==> config.mk <==
export PLATFORM = sky130hd
export DESIGN_NAME = mem_arbiter_rr_flat
export DESIGN_NICKNAME = d
export VERILOG_FILES = /design/src/rtl/mem_arbiter_rr_if.sv /design/src/rtl/mem_arbiter_rr.sv /design/src/flat_wrapper.sv
export SDC_FILE = /design/constraint.sdc
export NUM_CORES = 1
export LEC_CHECK = 0
export ABC_AREA = 1
export BUFFER_PORTS_ARGS = -buffer_cell sky130_fd_sc_hd__buf_2
export CORE_MARGIN = 2
export CORE_UTILIZATION = 40
export DETAILED_ROUTE_END_ITERATION = 8
export HOLD_SLACK_MARGIN = 0.15
export PLACE_DENSITY = 0.71
export SLEW_MARGIN = 10
export SYNTH_ARGS = -nofsm -noshare
export SYNTH_HDL_FRONTEND = slang
export SYNTH_SLANG_ARGS = --single-unit
==> constraint.sdc <==
create_clock -name clk -period 2.1 [get_ports clk]
set_input_delay 0.42 -clock clk [delete_from_list [all_inputs] [get_ports clk]]
set_output_delay 0.42 -clock clk [all_outputs]
set_load 0.02 [all_outputs]
==> src/rtl/mem_arbiter_rr_if.sv <==
// Core-array and RAM-side signal bundle for mem_arbiter_rr.
// master = cores plus RAM model, slave = the arbiter.
interface mem_arbiter_rr_if #(
    parameter int NCORES = 4,
    parameter int AW     = 8,
    parameter int DW     = 8
);
    logic [NCORES-1:0]    req;
    logic [NCORES-1:0]    wr;
    logic [NCORES*AW-1:0] addr;
    logic [NCORES*DW-1:0] wdata;
    logic [NCORES-1:0]    gnt;
    logic [NCORES-1:0]    rvalid;
    logic [DW-1:0]        rdata;
    logic [AW-1:0]        ram_addr;
    logic [DW-1:0]        ram_din;
    logic                 ram_wren;
    logic [DW-1:0]        ram_q;

    modport master (
        output req, wr, addr, wdata, ram_q,
        input  gnt, rvalid, rdata,
        input  ram_addr, ram_din, ram_wren
    );

    modport slave (
        input  req, wr, addr, wdata, ram_q,
        output gnt, rvalid, rdata,
        output ram_addr, ram_din, ram_wren
    );
endinterface

==> src/rtl/mem_arbiter_rr.sv <==
// Round-robin arbiter sharing one synchronous RAM among NCORES cores,
// with a per-owner burst cap and read-valid tags matching RAM latency.
module mem_arbiter_rr #(
    parameter int NCORES    = 4,
    parameter int AW        = 8,
    parameter int DW        = 8,
    parameter int RD_LAT    = 1,
    parameter int MAX_BURST = 8
) (
    input  logic            clk,
    input  logic            rst_n,
    mem_arbiter_rr_if.slave bus
);
    localparam int IW = (NCORES > 1) ? $clog2(NCORES) : 1;
    localparam int CW = (MAX_BURST > 1) ? $clog2(MAX_BURST) : 1;
    localparam logic [CW-1:0] CAP = CW'(MAX_BURST - 1);

    typedef enum logic {IDLE, OWN} state_t;

    state_t            state, state_nx;
    logic [IW-1:0]     owner, owner_nx;
    logic [IW-1:0]     ptr, ptr_nx;
    logic [IW-1:0]     succ;
    logic [CW-1:0]     cnt, cnt_nx;
    logic [IW:0]       hit_idle, hit_rot;
    logic              acc, rot;
    logic [NCORES-1:0] gnt, gnt_nx;
    logic [NCORES-1:0] rvalid, rvalid_nx;
    logic [AW-1:0]     sel_addr, ram_addr;
    logic [DW-1:0]     sel_din, ram_din;
    logic              sel_wr, ram_wren;
    logic [RD_LAT-1:0] tag_v;
    logic [IW-1:0]     tag_id [RD_LAT];

    function automatic logic [IW-1:0] inc(
        input logic [IW-1:0] v
    );
        return (int'(v) == NCORES - 1) ? '0 : IW'(int'(v) + 1);
    endfunction

    // First set bit of r at or after start, wrapping; MSB flags a hit.
    function automatic logic [IW:0] pick(
        input logic [NCORES-1:0] r,
        input logic [IW-1:0]     start
    );
        logic [IW:0] res;
        int          idx;
        res = '0;
        for (int k = NCORES - 1; k >= 0; k--) begin
            idx = (int'(start) + k) % NCORES;
            if (r[idx]) res = {1'b1, IW'(idx)};
        end
        return res;
    endfunction

    assign succ     = inc(owner);
    assign hit_idle = pick(bus.req, ptr);
    assign hit_rot  = pick(bus.req, succ);
    assign sel_addr = bus.addr[int'(owner)*AW +: AW];
    assign sel_din  = bus.wdata[int'(owner)*DW +: DW];
    assign sel_wr   = bus.wr[owner];

    always_comb begin
        state_nx = state;
        owner_nx = owner;
        ptr_nx   = ptr;
        cnt_nx   = cnt;
        acc      = 1'b0;
        rot      = 1'b0;
        unique case (state)
            IDLE: begin
                if (hit_idle[IW]) begin
                    state_nx = OWN;
                    owner_nx = hit_idle[IW-1:0];
                    cnt_nx   = '0;
                end
            end
            OWN: begin
                acc = bus.req[owner];
                rot = !acc || (cnt == CAP);
                if (acc && !rot) cnt_nx = cnt + 1'b1;
                // Owner is searched last, so a lone requester keeps it.
                if (rot) begin
                    if (hit_rot[IW]) begin
                        owner_nx = hit_rot[IW-1:0];
                        cnt_nx   = '0;
                        ptr_nx   = inc(hit_rot[IW-1:0]);
                    end else begin
                        state_nx = IDLE;
                    end
                end
            end
            default: state_nx = IDLE;
        endcase
        gnt_nx = '0;
        if (state_nx == OWN) gnt_nx[owner_nx] = 1'b1;
    end

    always_ff @(posedge clk or negedge rst_n) begin
        if (!rst_n) begin
            state <= IDLE;
            owner <= '0;
            ptr   <= '0;
            cnt   <= '0;
            gnt   <= '0;
        end else begin
            state <= state_nx;
            owner <= owner_nx;
            ptr   <= ptr_nx;
            cnt   <= cnt_nx;
            gnt   <= gnt_nx;
        end
    end

    always_ff @(posedge clk or negedge rst_n) begin
        if (!rst_n) begin
            ram_addr <= '0;
            ram_din  <= '0;
            ram_wren <= 1'b0;
        end else begin
            ram_wren <= acc && sel_wr;
            if (acc) begin
                ram_addr <= sel_addr;
                ram_din  <= sel_din;
            end
        end
    end

    // Tag shift register lines rvalid up with ram_q.
    always_ff @(posedge clk or negedge rst_n) begin
        if (!rst_n) begin
            tag_v  <= '0;
            rvalid <= '0;
            for (int k = 0; k < RD_LAT; k++) tag_id[k] <= '0;
        end else begin
            tag_v[0]  <= acc && !sel_wr;
            tag_id[0] <= owner;
            for (int k = 1; k < RD_LAT; k++) begin
                tag_v[k]  <= tag_v[k-1];
                tag_id[k] <= tag_id[k-1];
            end
            rvalid <= rvalid_nx;
        end
    end

    always_comb begin
        rvalid_nx = '0;
        if (tag_v[RD_LAT-1]) rvalid_nx[tag_id[RD_LAT-1]] = 1'b1;
    end

    assign bus.gnt      = gnt;
    assign bus.rvalid   = rvalid;
    assign bus.rdata    = bus.ram_q;
    assign bus.ram_addr = ram_addr;
    assign bus.ram_din  = ram_din;
    assign bus.ram_wren = ram_wren;
endmodule
==> src/flat_wrapper.sv <==
// flat-port wrapper written by rule: the top's interface ports become plain ports
module mem_arbiter_rr_flat 
#(
    parameter int NCORES    = 4,
    parameter int AW        = 8,
    parameter int DW        = 8,
    parameter int RD_LAT    = 1,
    parameter int MAX_BURST = 8
)
  (clk, rst_n, bus_req, bus_wr, bus_addr, bus_wdata, bus_ram_q, bus_gnt, bus_rvalid, bus_rdata, bus_ram_addr, bus_ram_din, bus_ram_wren);
  mem_arbiter_rr_if #(.NCORES(NCORES), .AW(AW), .DW(DW)) bus_i ();
  input  logic clk;
  input  logic rst_n;
  input wire logic [$bits(bus_i.req)-1:0] bus_req;
  input wire logic [$bits(bus_i.wr)-1:0] bus_wr;
  input wire logic [$bits(bus_i.addr)-1:0] bus_addr;
  input wire logic [$bits(bus_i.wdata)-1:0] bus_wdata;
  input wire logic [$bits(bus_i.ram_q)-1:0] bus_ram_q;
  output wire logic [$bits(bus_i.gnt)-1:0] bus_gnt;
  output wire logic [$bits(bus_i.rvalid)-1:0] bus_rvalid;
  output wire logic [$bits(bus_i.rdata)-1:0] bus_rdata;
  output wire logic [$bits(bus_i.ram_addr)-1:0] bus_ram_addr;
  output wire logic [$bits(bus_i.ram_din)-1:0] bus_ram_din;
  output wire logic [$bits(bus_i.ram_wren)-1:0] bus_ram_wren;
  assign bus_i.req = bus_req;
  assign bus_i.wr = bus_wr;
  assign bus_i.addr = bus_addr;
  assign bus_i.wdata = bus_wdata;
  assign bus_i.ram_q = bus_ram_q;
  assign bus_gnt = bus_i.gnt;
  assign bus_rvalid = bus_i.rvalid;
  assign bus_rdata = bus_i.rdata;
  assign bus_ram_addr = bus_i.ram_addr;
  assign bus_ram_din = bus_i.ram_din;
  assign bus_ram_wren = bus_i.ram_wren;
  mem_arbiter_rr #(.NCORES(NCORES), .AW(AW), .DW(DW), .RD_LAT(RD_LAT), .MAX_BURST(MAX_BURST)) u_core (.clk(clk), .rst_n(rst_n), .bus(bus_i));
endmodule
# After elaboration in Yosys (flattened, before gate mapping)
# Cells that the tools add are included.
[classes]
n_reduce_logical = 16
muxes = 56
n_bitwise = 7
n_eq_ne = 4
order_cmp = 13
shifts = 2
add_sub_neg = 9
[op_table]
columns = ["operator", "n"]
rows = [
  ["indexed part select 32 x 6 -> 8 bit", 2],
  ["2-to-1 mux 3 bit", 12],
  ["less-than comparator 3 x 4 -> 1 bit, second input constant", 6],
  ["2-to-1 mux 1 bit", 22],
  ["binary-select mux 1 bit (select 2 bit)", 10],
  ["less-than comparator 2 x 3 -> 1 bit, second input constant", 5],
  ["OR reduction 2 bit", 6],
  ["2-to-1 mux 2 bit", 5],
  ["adder 2 x 1 -> 2 bit, second input constant", 4],
  ["adder 2 bit, second input constant", 4],
  ["2-to-1 mux 4 bit", 2],
  ["bitwise AND 1 bit, first input constant", 6],
  ["case mux 3 bit (2 select lines)", 1],
  ["logical AND 1 bit", 5],
  ["demux 1 bit (select 2 bit)", 2],
  ["equality test 2 x 1 -> 1 bit, second input constant", 2],
  [">= comparator 2 x 1 -> 1 bit, second input constant", 2],
  ["case mux 2 bit (2 select lines)", 1],
  ["adder 3 x 1 -> 3 bit, second input constant", 1],
  ["equality test 3 bit, second input constant", 1],
  ["logical NOT 1 bit", 3],
  ["AND reduction 3 bit", 1],
  ["inequality test 2 x 1 -> 1 bit, second input constant", 1],
  ["case mux 1 bit (2 select lines)", 1],
  ["2 further kinds", 2],
]
[totals]
out_inout_bits = 33
regBits = 36
wordCells = 118

# Logic depth before layout (Yosys ltp)
# Gate-level depths: netlist (run 1).
[depth]
word_depth = 20
ltp_mapped = 15

# Worst setup path after synthesis (run 1)
# Ideal clock, no wire load.
[synth_timing]
path_type = "reg-to-reg"
start = "register u_core.owner[0]"
end = "register u_core.gnt[0], in the netlist u_core.bus.gnt[0]"
period_less_slack_ns = 1.758
t_required_ns = 1.981
path_stages_with_launch = 13
setup_time_ns = 0.119
t_arrival_ns = 1.639
setup_slack_ns = 0.342
path_cell_list = "dfrtp_1 -> ha_1 -> nor2_2 -> nand2_1 -> and2_1 -> nand2_1 -> nand2_1 -> nand2_1 -> nand2_1 -> nand2_2 -> nand3_1 -> nand2_1 -> nor2_1"
[synth_between]
elab_chain_len = 18
elab_cells_between_ends = 38
classes_between = "4 x add/sub; 2 x order compare; 1 x eq/ne; 28 x mux; 3 x reduce/logical"
[synth_lines]
columns = ["element", "line_no", "rtl"]
rows = [
  ["start: declaration", "mem_arbiter_rr.sv:21", "logic [IW-1:0] owner, owner_nx;"],
  ["start signal: assignment", "mem_arbiter_rr.sv:108", "owner <= owner_nx;"],
  ["adder 2 x 1 -> 2 bit / equality test 2 x 1 -> 1 bit (equally long branches)", "mem_arbiter_rr.sv:38", "return (int'(v) == NCORES - 1) ? '0 : IW'(int'(v) + 1);"],
  ["2-to-1 mux 2 bit", "mem_arbiter_rr.sv:38", ""],
  ["adder 2 bit", "mem_arbiter_rr.sv:50", "idx = (int'(start) + k) % NCORES;"],
  ["binary-select mux 1 bit (select 2 bit)", "mem_arbiter_rr.sv:51", "if (r[idx]) res = {1'b1, IW'(idx)};"],
  ["2-to-1 mux 1 bit (not written as such) (2 in a row)", "mem_arbiter_rr.sv:51", ""],
  ["2-to-1 mux 3 bit (4 in a row)", "mem_arbiter_rr.sv:51", ""],
  ["2-to-1 mux 2 bit", "mem_arbiter_rr.sv:84", "if (hit_rot[IW]) begin"],
  ["2-to-1 mux 2 bit", "mem_arbiter_rr.sv:83", "if (rot) begin"],
  ["case mux 2 bit (2 select lines)", "mem_arbiter_rr.sv:70", "unique case (state)"],
  ["less-than comparator 2 x 3 -> 1 bit (not written as such) / >= comparator 2 x 1 -> 1 bit (equally long branches)", "mem_arbiter_rr.sv:96", "if (state_nx == OWN) gnt_nx[owner_nx] = 1'b1;"],
  ["logical AND 1 bit (not written as such)", "mem_arbiter_rr.sv:96", ""],
  ["2-to-1 mux 1 bit (not written as such)", "mem_arbiter_rr.sv:96", ""],
  ["demux 1 bit (select 2 bit)", "--", ""],
  ["2-to-1 mux 4 bit *", "mem_arbiter_rr.sv:96", ""],
  ["net u_core.gnt_nx[0]", "mem_arbiter_rr.sv:27", "logic [NCORES-1:0] gnt, gnt_nx;"],
  ["end signal: assignment", "mem_arbiter_rr.sv:111", "gnt <= gnt_nx;"],
  ["end: declaration", "mem_arbiter_rr.sv:27", ""],
]
# The timed path passes the listed nets; every way through them passes the cells marked *. The select of a mux whose other input is x is not followed.
# A chain may end at the register's enable or synchronous reset.

# Final worst setup path (run 1)
[layout_timing]
start = "register u_core.ptr[0]"
end = "register u_core.gnt[0], in the netlist u_core.bus.gnt[0]"
[layout_between]
elab_cells_between_ends = 28
classes_between = "3 x add/sub; 2 x order compare; 22 x mux; 1 x reduce/logical"
[layout_rtl]
columns = ["element", "line_no", "rtl"]
rows = [
  ["start: declaration", "mem_arbiter_rr.sv:22", "logic [IW-1:0] ptr, ptr_nx;"],
  ["start signal: assignment", "mem_arbiter_rr.sv:109", "ptr <= ptr_nx;"],
  ["adder 2 bit", "mem_arbiter_rr.sv:50", ""],
  ["binary-select mux 1 bit (select 2 bit)", "mem_arbiter_rr.sv:51", ""],
  ["2-to-1 mux 1 bit (not written as such) (2 in a row)", "mem_arbiter_rr.sv:51", ""],
  ["2-to-1 mux 3 bit (3 in a row)", "mem_arbiter_rr.sv:51", ""],
  ["2-to-1 mux 3 bit *", "mem_arbiter_rr.sv:51", ""],
  ["2-to-1 mux 1 bit *", "mem_arbiter_rr.sv:72", "if (hit_idle[IW]) begin"],
  ["case mux 1 bit (2 select lines) *", "mem_arbiter_rr.sv:70", ""],
  ["net u_core.state_nx", "mem_arbiter_rr.sv:20", "state_t state, state_nx;"],
  ["2-to-1 mux 4 bit *", "mem_arbiter_rr.sv:96", ""],
  ["net u_core.gnt_nx[0]", "mem_arbiter_rr.sv:27", ""],
]
# Marks and branches as above.

==> impl_results.html, run 1 <==
<table>
<tr><th>Metric</th><th>Value</th></tr>
<tr><th colspan="2">Outcome</th></tr>
<tr><td>Outcome</td><td>completed</td></tr>
<tr><th colspan="2">Floorplanning</th></tr>
<tr><td>Full die area</td><td>~0.0065 sq mm</td></tr>
<tr><td>Standard cell core area</td><td>about 0.0056 sq mm</td></tr>
<tr><td>Height of the chip</td><td>about 80 um</td></tr>
<tr><td>Cell row count</td><td>27</td></tr>
<tr><td>Top Ports</td><td>approximately 120</td></tr>
<tr><td>Horiz. Die Dim</td><td>around 81 um</td></tr>
<tr><td>Starting utilization of the core area</td><td>a little over two fifths</td></tr>
<tr><th colspan="2">CTS</th></tr>
<tr><td>Post-CTS resize count</td><td>0</td></tr>
<tr><td>Total CTS buffers</td><td>5</td></tr>
<tr><td>Number of buffers inserted by hold repair at cts</td><td>0</td></tr>
<tr><td>Clock insertion delay at the later pin of the skew report</td><td>between 200 and 300 ps</td></tr>
<tr><td>Post-CTS Repair Setup Buffers</td><td>0</td></tr>
<tr><td>Clock slew seen by the registers of the worst setup and hold paths</td><td>about 70 ps</td></tr>
<tr><td>Cell at the root of the clock tree</td><td>sky130_fd_sc_hd__clkbuf_8</td></tr>
<tr><td>Maximum root-to-sink buffer count</td><td>2</td></tr>
<tr><td>Total clock sinks</td><td>36</td></tr>
<tr><td>TritonCTS clock tree</td><td>built</td></tr>
<tr><td>H-tree level count</td><td>2</td></tr>
<tr><th colspan="2">Drt</th></tr>
<tr><td>Routed wire length per instance</td><td>12.7 um</td></tr>
<tr><td>Antenna viol nets, final</td><td>0</td></tr>
<tr><td>DR pass1 iterations</td><td>4</td></tr>
<tr><td>Initial DRC Count</td><td>~130</td></tr>
<tr><td>WL final</td><td>about 6000 um</td></tr>
<tr><td>Number of DRC violations after detailed routing</td><td>0</td></tr>
<tr><td>Via count of the routed design</td><td>2,387</td></tr>
<tr><td>Via/cell ratio</td><td>5.03</td></tr>
<tr><th colspan="2">Global routing</th></tr>
<tr><td>Number of global-route vias before repair</td><td>between 2,000 and 2,500</td></tr>
<tr><td>Largest net degree at the start of global routing</td><td>37</td></tr>
<tr><td>Total global routing overflow</td><td>0</td></tr>
<tr><td>Number of antenna violations at the first check in global routing</td><td>0</td></tr>
<tr><td>Global router's overall resource usage</td><td>19.6%</td></tr>
<tr><td>Met2 global-route usage</td><td>36.0%</td></tr>
<tr><td>Global-route met1 utilization</td><td>between 20% and 30%</td></tr>
<tr><td>First-pass GRT wire length</td><td>10,000 um</td></tr>
<tr><td>Gr busiest metal</td><td>met2</td></tr>
<tr><td>GR met3 Demand/Resource</td><td>under 10%</td></tr>
<tr><th colspan="2">Synthesis</th></tr>
<tr><td>Post-synthesis instance area</td><td>0.00236 sq mm</td></tr>
<tr><td>Number of instances in the synthesized netlist</td><td>around 310</td></tr>
<tr><td>Synthesized netlist net count</td><td>399</td></tr>
<tr><td>Number of synthesized register bits</td><td>36</td></tr>
<tr><td>Number of synthesized flops with an enable pin</td><td>0</td></tr>
<tr><td>Predominant post-synthesis flop cell</td><td>sky130_fd_sc_hd__dfrtp_1</td></tr>
<tr><td>Netlist cell types</td><td>32</td></tr>
<tr><td>Yosys warnings</td><td>0</td></tr>
<tr><td>Fraction of registers with async set or reset after synthesis</td><td>100%</td></tr>
<tr><td>Average cell area after synthesis</td><td>between 7 and 8 sq um</td></tr>
<tr><td>Share of the yosys chip area belonging to registers</td><td>38.1%</td></tr>
<tr><th colspan="2">Placed design</th></tr>
<tr><td>Routability congestion estimate</td><td>between 0.8 and 0.9</td></tr>
<tr><td>Total cell area at the placement stage</td><td>between 0.002 and 0.003 sq mm</td></tr>
<tr><td>Detail Placement HPWL</td><td>approximately 4600 um</td></tr>
<tr><td>Port Buf Inserts</td><td>98</td></tr>
<tr><th colspan="2">Worst setup path</th></tr>
<tr><td>Kind of critical path</td><td>register to register</td></tr>
<tr><td>Critical Path Source Type</td><td>register</td></tr>
<tr><td>Worst Setup End Kind</td><td>register</td></tr>
<tr><td>R2R Path Start</td><td>u_core.ptr[0]</td></tr>
<tr><td>Data required, critical path</td><td>~2300 ps</td></tr>
<tr><td>Max FO, Critical Path</td><td>13</td></tr>
<tr><td>Reg-to-reg endpoint</td><td>u_core.bus.gnt[0]</td></tr>
<tr><td>Setup slack of the worst register-to-register path</td><td>230 ps</td></tr>
<tr><td>Critical Path AT</td><td>2040 ps</td></tr>
<tr><td>Logic depth of the worst register-to-register path</td><td>9</td></tr>
<tr><th colspan="2">Min path</th></tr>
<tr><td>HP Class</td><td>input pin to async pin</td></tr>
<tr><th colspan="2">Timing</th></tr>
<tr><td>Period Utilization, post-route</td><td>between 80% and 90%</td></tr>
<tr><td>Number of hold violations in the final report</td><td>0</td></tr>
<tr><td>Final worst path period need</td><td>approximately 1900 ps</td></tr>
<tr><td>Final total negative setup slack</td><td>0 ps</td></tr>
<tr><td>Upper clock frequency limit</td><td>about 540 MHz</td></tr>
<tr><td>Count of endpoints failing setup in the final report</td><td>0</td></tr>
<tr><td>Tightest Pin Transition</td><td>around 800 ps</td></tr>
<tr><td>Final Slew Violations</td><td>0</td></tr>
<tr><td>Unrepaired setup endpoints after global routing</td><td>no</td></tr>
<tr><td>Worst-case headroom to the max-slew limit</td><td>roughly 47%</td></tr>
<tr><td>Fin Clk Skew</td><td>around 3.2 ps</td></tr>
<tr><th colspan="2">Finish</th></tr>
<tr><td># nets final</td><td>slightly below 500</td></tr>
<tr><td>Share of cells above drive strength 1</td><td>roughly a third</td></tr>
<tr><td>Final std cell area, no fill</td><td>0.00297 sq mm</td></tr>
<tr><td>Leading cell type in the layout, fill and taps excluded</td><td>sky130_fd_sc_hd__buf_2</td></tr>
<tr><td>Layout overhead on the synthesized area</td><td>25.5%</td></tr>
<tr><td>Number of antenna diodes</td><td>0</td></tr>
<tr><td>Top library cells by usage in the layout, fill and taps aside</td><td>98 x sky130_fd_sc_hd__buf_2, 69 x sky130_fd_sc_hd__nand2_1, 46 x sky130_fd_sc_hd__nor2_1</td></tr>
<tr><td>Filler Cells Inserted</td><td>roughly 570</td></tr>
<tr><th colspan="2">Power and ir drop</th></tr>
<tr><td>Power per cell area</td><td>1710 mW/mm^2</td></tr>
<tr><td>Peak supply drop</td><td>0.745 mV</td></tr>
<tr><td>Reported leakage power</td><td>between 1.5 and 2 nW</td></tr>
<tr><th colspan="2">Run</th></tr>
<tr><td>Count of max-cap constraint violations</td><td>0</td></tr>
</table>
-- report_power, final --
group	switching [mW]	internal (mW)	total [mW]
clock network	0.233	0.268	0.501
logic	2.03	1.29	3.32
registers	0.212	1.03	1.24
-- cells by family after synthesis --
group | after synthesis | share of synthesized area [%]
AO/OA/AOI/OAI | 67 | 15.8
AND/OR/NAND/NOR | 141 | 25.8
buffers and inverters | 48 | 9.90
XOR/XNOR | 2 | 0.741
flip-flops | 36 | 38.1
multiplexers | 17 | 8.05
adder cells (fa/ha/maj) | 3 | 1.59
-- how the worst max path moves through the flow --
stage	start	to	cells past startpoint
CTS	u_core.owner[0]	u_core.bus.gnt[0]	12
floorplan	u_core.owner[0]	u_core.bus.gnt[0]	12
finish	u_core.ptr[0]	u_core.bus.gnt[0]	9
global route	u_core.owner[0]	u_core.bus.gnt[0]	14
detailed placement	u_core.owner[0]	u_core.bus.gnt[0]	15
global placement	u_core.owner[0]	u_core.bus.gnt[0]	12
-- Yosys cell counts, types with 3 or more instances --
master,count,area [sq um]
sky130_fd_sc_hd__nand2_1,70,263
sky130_fd_sc_hd__nor2_1,46,173
sky130_fd_sc_hd__o21ai_0,37,185
sky130_fd_sc_hd__dfrtp_1,36,901
sky130_fd_sc_hd__inv_1,24,90.1
sky130_fd_sc_hd__o22ai_1,18,113
sky130_fd_sc_hd__mux2_2,13,146
sky130_fd_sc_hd__buf_4,9,67.6
sky130_fd_sc_hd__nand3_1,9,45.0
sky130_fd_sc_hd__clkbuf_1,7,26.3
sky130_fd_sc_hd__a21oi_1,4,20.0
sky130_fd_sc_hd__nor3_1,4,20.0
sky130_fd_sc_hd__buf_2,3,15.0
sky130_fd_sc_hd__ha_1,3,37.5
sky130_fd_sc_hd__mux2_1,3,33.8
sky130_fd_sc_hd__nor2_2,3,18.8
sky130_fd_sc_hd__o21ai_1,3,15.0
-- registers in the layout, indices dropped and copies added (netlist names) --
signal	flops
u_core.state	1
u_core.bus.ram_addr	8
u_core.cnt	3
u_core.bus.ram_din	8
u_core.tag_id	2
u_core.bus.ram_wren	1
u_core.bus.rvalid	4
u_core.ptr	2
u_core.tag_v	1
u_core.owner	2
u_core.bus.gnt	4
-- through the flow --
stage	power (mW)	utilization, %	setup slack [ps]	instances	hold slack, ps
2_1_floorplan	3.74	-	342	314	124
3_3_place_gp	4.41	50.7	175	467	450
6_report	5.06	52.9	233	475	218
3_5_place_dp	4.48	50.7	145	467	455
4_1_cts	5.00	52.3	131	475	245
5_1_grt	5.57	52.9	7.91	475	280
-- cell type report --
| type | count | area [sq um] | area share [%] |
|---|---|---|---|
| Tap cell | 72 | 90.1 | 3.04 |
| Sequential cell | 36 | 902 | 30.4 |
| Timing Repair Buffer | 103 | 532 | 17.9 |
| Inverter | 26 | 97.6 | 3.29 |
| Multi-Input combinational cell | 230 | 1250 | 42.3 |
| Clock buffer | 8 | 90.1 | 3.04 |
-- critical path, cell delays in order, from the launching register on --
cell and delay, ps:
sky130_fd_sc_hd__dfrtp_1 570, sky130_fd_sc_hd__o21ai_0 240, sky130_fd_sc_hd__nor2_2 220, sky130_fd_sc_hd__nand3_4 170, sky130_fd_sc_hd__nand2_4 120, sky130_fd_sc_hd__a21oi_1 40, sky130_fd_sc_hd__o21ai_1 140, sky130_fd_sc_hd__nand2_1 100
sky130_fd_sc_hd__nor2_2 120, sky130_fd_sc_hd__nor2_1 60
-- metal layers --
layer  part of all wire (%)  vias to the layer above
met5                      0                        -
met4                   0.70                        0
met3                    5.1                        6
met2                     51                       72
met1                     43                     1101
li1                       -                     1208
Power figures use the tool's default switching activity.
==> run 2: changes to the inputs <==
--- a/config.mk
+++ b/config.mk
@@ -8,10 +8,9 @@
 export ABC_AREA = 1
 export BUFFER_PORTS_ARGS = -buffer_cell sky130_fd_sc_hd__buf_2
 export CORE_MARGIN = 2
-export CORE_UTILIZATION = 40
+export CORE_UTILIZATION = 30
 export DETAILED_ROUTE_END_ITERATION = 8
 export HOLD_SLACK_MARGIN = 0.15
-export PLACE_DENSITY = 0.71
 export SLEW_MARGIN = 10
 export SYNTH_ARGS = -nofsm -noshare
 export SYNTH_HDL_FRONTEND = slang
==> run 2 against run 1 <==
  * First-iteration DRC count shrank 22%
  * Register-to-register slack worse by 40 ps
  * Critical path type unchanged
  * Count of clock-buffer cells in the layout is 3 lower
  * Utilization decreased by 14 points
  * Largest cell class unchanged
==> impl_results.html, run 2 (synthesized netlist as in run 1, its figures left out) <==
<table>
<tr><th>Metric</th><th>Value</th></tr>
<tr><th colspan="2">CTS</th></tr>
<tr><td>Total CTS buffers</td><td>5</td></tr>
<tr><td>Clock insertion delay at the later pin of the skew report</td><td>290 ps</td></tr>
<tr><td>Clock slew seen by the registers of the worst setup and hold paths</td><td>80 ps</td></tr>
<tr><td>Post-CTS Repair Setup Buffers</td><td>0</td></tr>
<tr><td>Maximum root-to-sink buffer count</td><td>2</td></tr>
<tr><td>TritonCTS clock tree</td><td>built</td></tr>
<tr><td>Total clock sinks</td><td>36</td></tr>
<tr><td>Cell at the root of the clock tree</td><td>sky130_fd_sc_hd__clkbuf_8</td></tr>
<tr><td>H-tree level count</td><td>2</td></tr>
<tr><th colspan="2">Drt</th></tr>
<tr><td>Via/cell ratio</td><td>approximately 4.7</td></tr>
<tr><td>DR pass1 iterations</td><td>4</td></tr>
<tr><td>Number of DRC violations after detailed routing</td><td>0</td></tr>
<tr><td>Initial DRC Count</td><td>roughly 100</td></tr>
<tr><td>Antenna viol nets, final</td><td>0</td></tr>
<tr><td>Routed wire length per instance</td><td>about 12 um</td></tr>
<tr><td>Via count of the routed design</td><td>between 2,000 and 2,500</td></tr>
<tr><td>WL final</td><td>around 6200 um</td></tr>
<tr><th colspan="2">Placed design</th></tr>
<tr><td>Port Buf Inserts</td><td>between 90 and 100</td></tr>
<tr><td>Routability congestion estimate</td><td>slightly below 0.9</td></tr>
<tr><td>Detail Placement HPWL</td><td>around 4800 um</td></tr>
<tr><th colspan="2">Run</th></tr>
<tr><td>Count of max-cap constraint violations</td><td>0</td></tr>
<tr><th colspan="2">Finish</th></tr>
<tr><td>Leading cell type in the layout, fill and taps excluded</td><td>sky130_fd_sc_hd__buf_2</td></tr>
<tr><td>Largest registers</td><td>u_core.bus.ram_addr (8), u_core.bus.ram_din (8)</td></tr>
<tr><td>Reg area</td><td>roughly 900 sq um</td></tr>
<tr><td>Number of antenna diodes</td><td>0</td></tr>
<tr><td>Filler Cells Inserted</td><td>799</td></tr>
<tr><td>Layout overhead on the synthesized area</td><td>27.6%</td></tr>
<tr><td>Footprint of the multi-input gates</td><td>~0.0012 sq mm</td></tr>
<tr><td>Top library cells by usage in the layout, fill and taps aside</td><td>98 x sky130_fd_sc_hd__buf_2, 69 x sky130_fd_sc_hd__nand2_1, 46 x sky130_fd_sc_hd__nor2_1</td></tr>
<tr><td>Share of cells above drive strength 1</td><td>about 35%</td></tr>
<tr><td># nets final</td><td>around 490</td></tr>
<tr><th colspan="2">Timing</th></tr>
<tr><td>Tightest Pin Transition</td><td>~380 ps</td></tr>
<tr><td>Final total negative setup slack</td><td>0 ps</td></tr>
<tr><td>Upper clock frequency limit</td><td>about 520 MHz</td></tr>
<tr><td>Number of hold violations in the final report</td><td>0</td></tr>
<tr><td>Unrepaired setup endpoints after global routing</td><td>no</td></tr>
<tr><td>Period Utilization, post-route</td><td>90.8%</td></tr>
<tr><td>Final worst path period need</td><td>roughly 1900 ps</td></tr>
<tr><td>Count of endpoints failing setup in the final report</td><td>0</td></tr>
<tr><td>Worst-case headroom to the max-slew limit</td><td>between 70 and 80%</td></tr>
<tr><td>Fin Clk Skew</td><td>slightly below 8 ps</td></tr>
<tr><td>Final Slew Violations</td><td>0</td></tr>
<tr><th colspan="2">Global routing</th></tr>
<tr><td>Global router's overall resource usage</td><td>between 10% and 20%</td></tr>
<tr><td>Number of antenna violations at the first check in global routing</td><td>0</td></tr>
<tr><td>Number of global-route vias before repair</td><td>2,329</td></tr>
<tr><td>Largest net degree at the start of global routing</td><td>35</td></tr>
<tr><td>Total global routing overflow</td><td>0</td></tr>
<tr><td>First-pass GRT wire length</td><td>approximately 10,000 um</td></tr>
<tr><th colspan="2">Worst setup path</th></tr>
<tr><td>Worst Setup End Kind</td><td>register</td></tr>
<tr><td>Max FO, Critical Path</td><td>6</td></tr>
<tr><td>Kind of critical path</td><td>register to register</td></tr>
<tr><td>Critical Path AT</td><td>~2100 ps</td></tr>
<tr><td>Critical Path Source Type</td><td>register</td></tr>
<tr><td>Data required, critical path</td><td>between 2000 and 2500 ps</td></tr>
<tr><th colspan="2">Power and ir drop</th></tr>
<tr><td>Reported leakage power</td><td>1.58 nW</td></tr>
<tr><td>Power per cell area</td><td>~1700 mW/mm^2</td></tr>
<tr><td>Peak supply drop</td><td>between 0.5 and 0.6 mV</td></tr>
<tr><td>Total power</td><td>5.02 mW</td></tr>
<tr><th colspan="2">Floorplanning</th></tr>
<tr><td>Starting utilization of the core area</td><td>a little under a third</td></tr>
<tr><td>Height of the chip</td><td>around 93 um</td></tr>
<tr><td>Cell row count</td><td>32</td></tr>
<tr><td>Full die area</td><td>0.00860 sq mm</td></tr>
<tr><td>Horiz. Die Dim</td><td>92.8 um</td></tr>
<tr><td>Standard cell core area</td><td>roughly 0.0077 sq mm</td></tr>
<tr><td>Top Ports</td><td>around 120</td></tr>
<tr><th colspan="2">Min path</th></tr>
<tr><td>HP Class</td><td>input pin to register</td></tr>
<tr><th colspan="2">Outcome</th></tr>
<tr><td>Outcome</td><td>completed</td></tr>
</table>
run 2: cell types whose count changed in the layout (fill, tap and decap cells not counted):
| cell | delta |
|---|---|
| sky130_fd_sc_hd__dfrtp_1 | +1 |
| sky130_fd_sc_hd__ha_4 | -1 |
| sky130_fd_sc_hd__nand2_4 | -1 |
| sky130_fd_sc_hd__dfrtp_2 | -1 |
| sky130_fd_sc_hd__clkinv_4 | +1 |
| sky130_fd_sc_hd__buf_4 | +3 |
| sky130_fd_sc_hd__clkinv_2 | +2 |
| sky130_fd_sc_hd__clkbuf_1 | -2 |
| sky130_fd_sc_hd__dlygate4sd3_1 | +1 |
| sky130_fd_sc_hd__ha_2 | +1 |
| sky130_fd_sc_hd__clkbuf_8 | -1 |
| sky130_fd_sc_hd__nand2_2 | +1 |
run 2: worst max-delay path, cell delays in order (launching register included):
cell and delay (ps):
sky130_fd_sc_hd__dfrtp_1 420, sky130_fd_sc_hd__ha_2 390, sky130_fd_sc_hd__inv_1 90, sky130_fd_sc_hd__nand2_1 70
sky130_fd_sc_hd__nand2_1 90, sky130_fd_sc_hd__nand2_1 90, sky130_fd_sc_hd__nand2_1 50, sky130_fd_sc_hd__nand2_1 70
sky130_fd_sc_hd__nand2_1 50, sky130_fd_sc_hd__nand2_1 70, sky130_fd_sc_hd__nand2_1 60, sky130_fd_sc_hd__nand2_2 90
sky130_fd_sc_hd__nand3_1 90, sky130_fd_sc_hd__nand2_1 100, sky130_fd_sc_hd__nor2_1 50
run 2: final cells by class:
class                           instances  area share (%)
Timing Repair Buffer                  107            18.7
Clock inverter                          3           0.622
Tap cell                              102            4.23
Clock buffer                            5            2.28
Inverter                               26            3.24
Multi-Input combinational cell        230            41.1
Sequential cell                        36            29.9
run 2: stage by stage:
step	area, sq um	worst slack, ps	std cells	util, %	hold slack, ps
4_1_cts	3000	106	509	39.1	456
6_report	3020	193	509	39.2	465
3_3_place_gp	2910	123	500	37.8	367
5_1_grt	3020	9.71	509	39.2	481
2_1_floorplan	2360	342	314	-	124
3_5_place_dp	2910	117	500	37.8	365
run 2: report_power, final:
part | internal (mW) | leakage [nW] | switching, mW | total, mW
combinational | 1.27 | 1.09 | 2.03 | 3.31
clock | 0.231 | 0.0479 | 0.265 | 0.496
sequential | 1.03 | 0.440 | 0.189 | 1.21
total | 2.53 | 1.58 | 2.49 | 5.02
run 2: what timing repair did:
action                     4_1_cts  5_1_grt
hold endpoints to repair        16        0
hold buffers                     1        0
setup endpoints to repair        0        6
gates resized for setup          0        4
run 2: path summary, 6_finish.rpt:
check,from,to,slack (ps),cells past startpoint
max,u_core.owner[0],u_core.bus.gnt[0],190,14
min,bus_wr[2],u_core.bus.ram_wren,460,5
min in group asynchronous,rst_n,u_core.bus.ram_din[4],600,2
max in group asynchronous,rst_n,u_core.state,1020,3
min reg2reg,u_core.tag_id[1],u_core.bus.rvalid[1],470,1
max reg2reg,u_core.owner[0],u_core.bus.gnt[0],190,14
run 2: metal layers:
layer	track usage [%]	part of all wire [%]	routed length (um)	up-vias
li1	-	-	-	1208
met1	18.2	44	2750	1109
met2	27.2	50	3120	71
met3	2.52	4.6	284	6
met4	5.02	1.1	70	0
met5	0	0	0	-
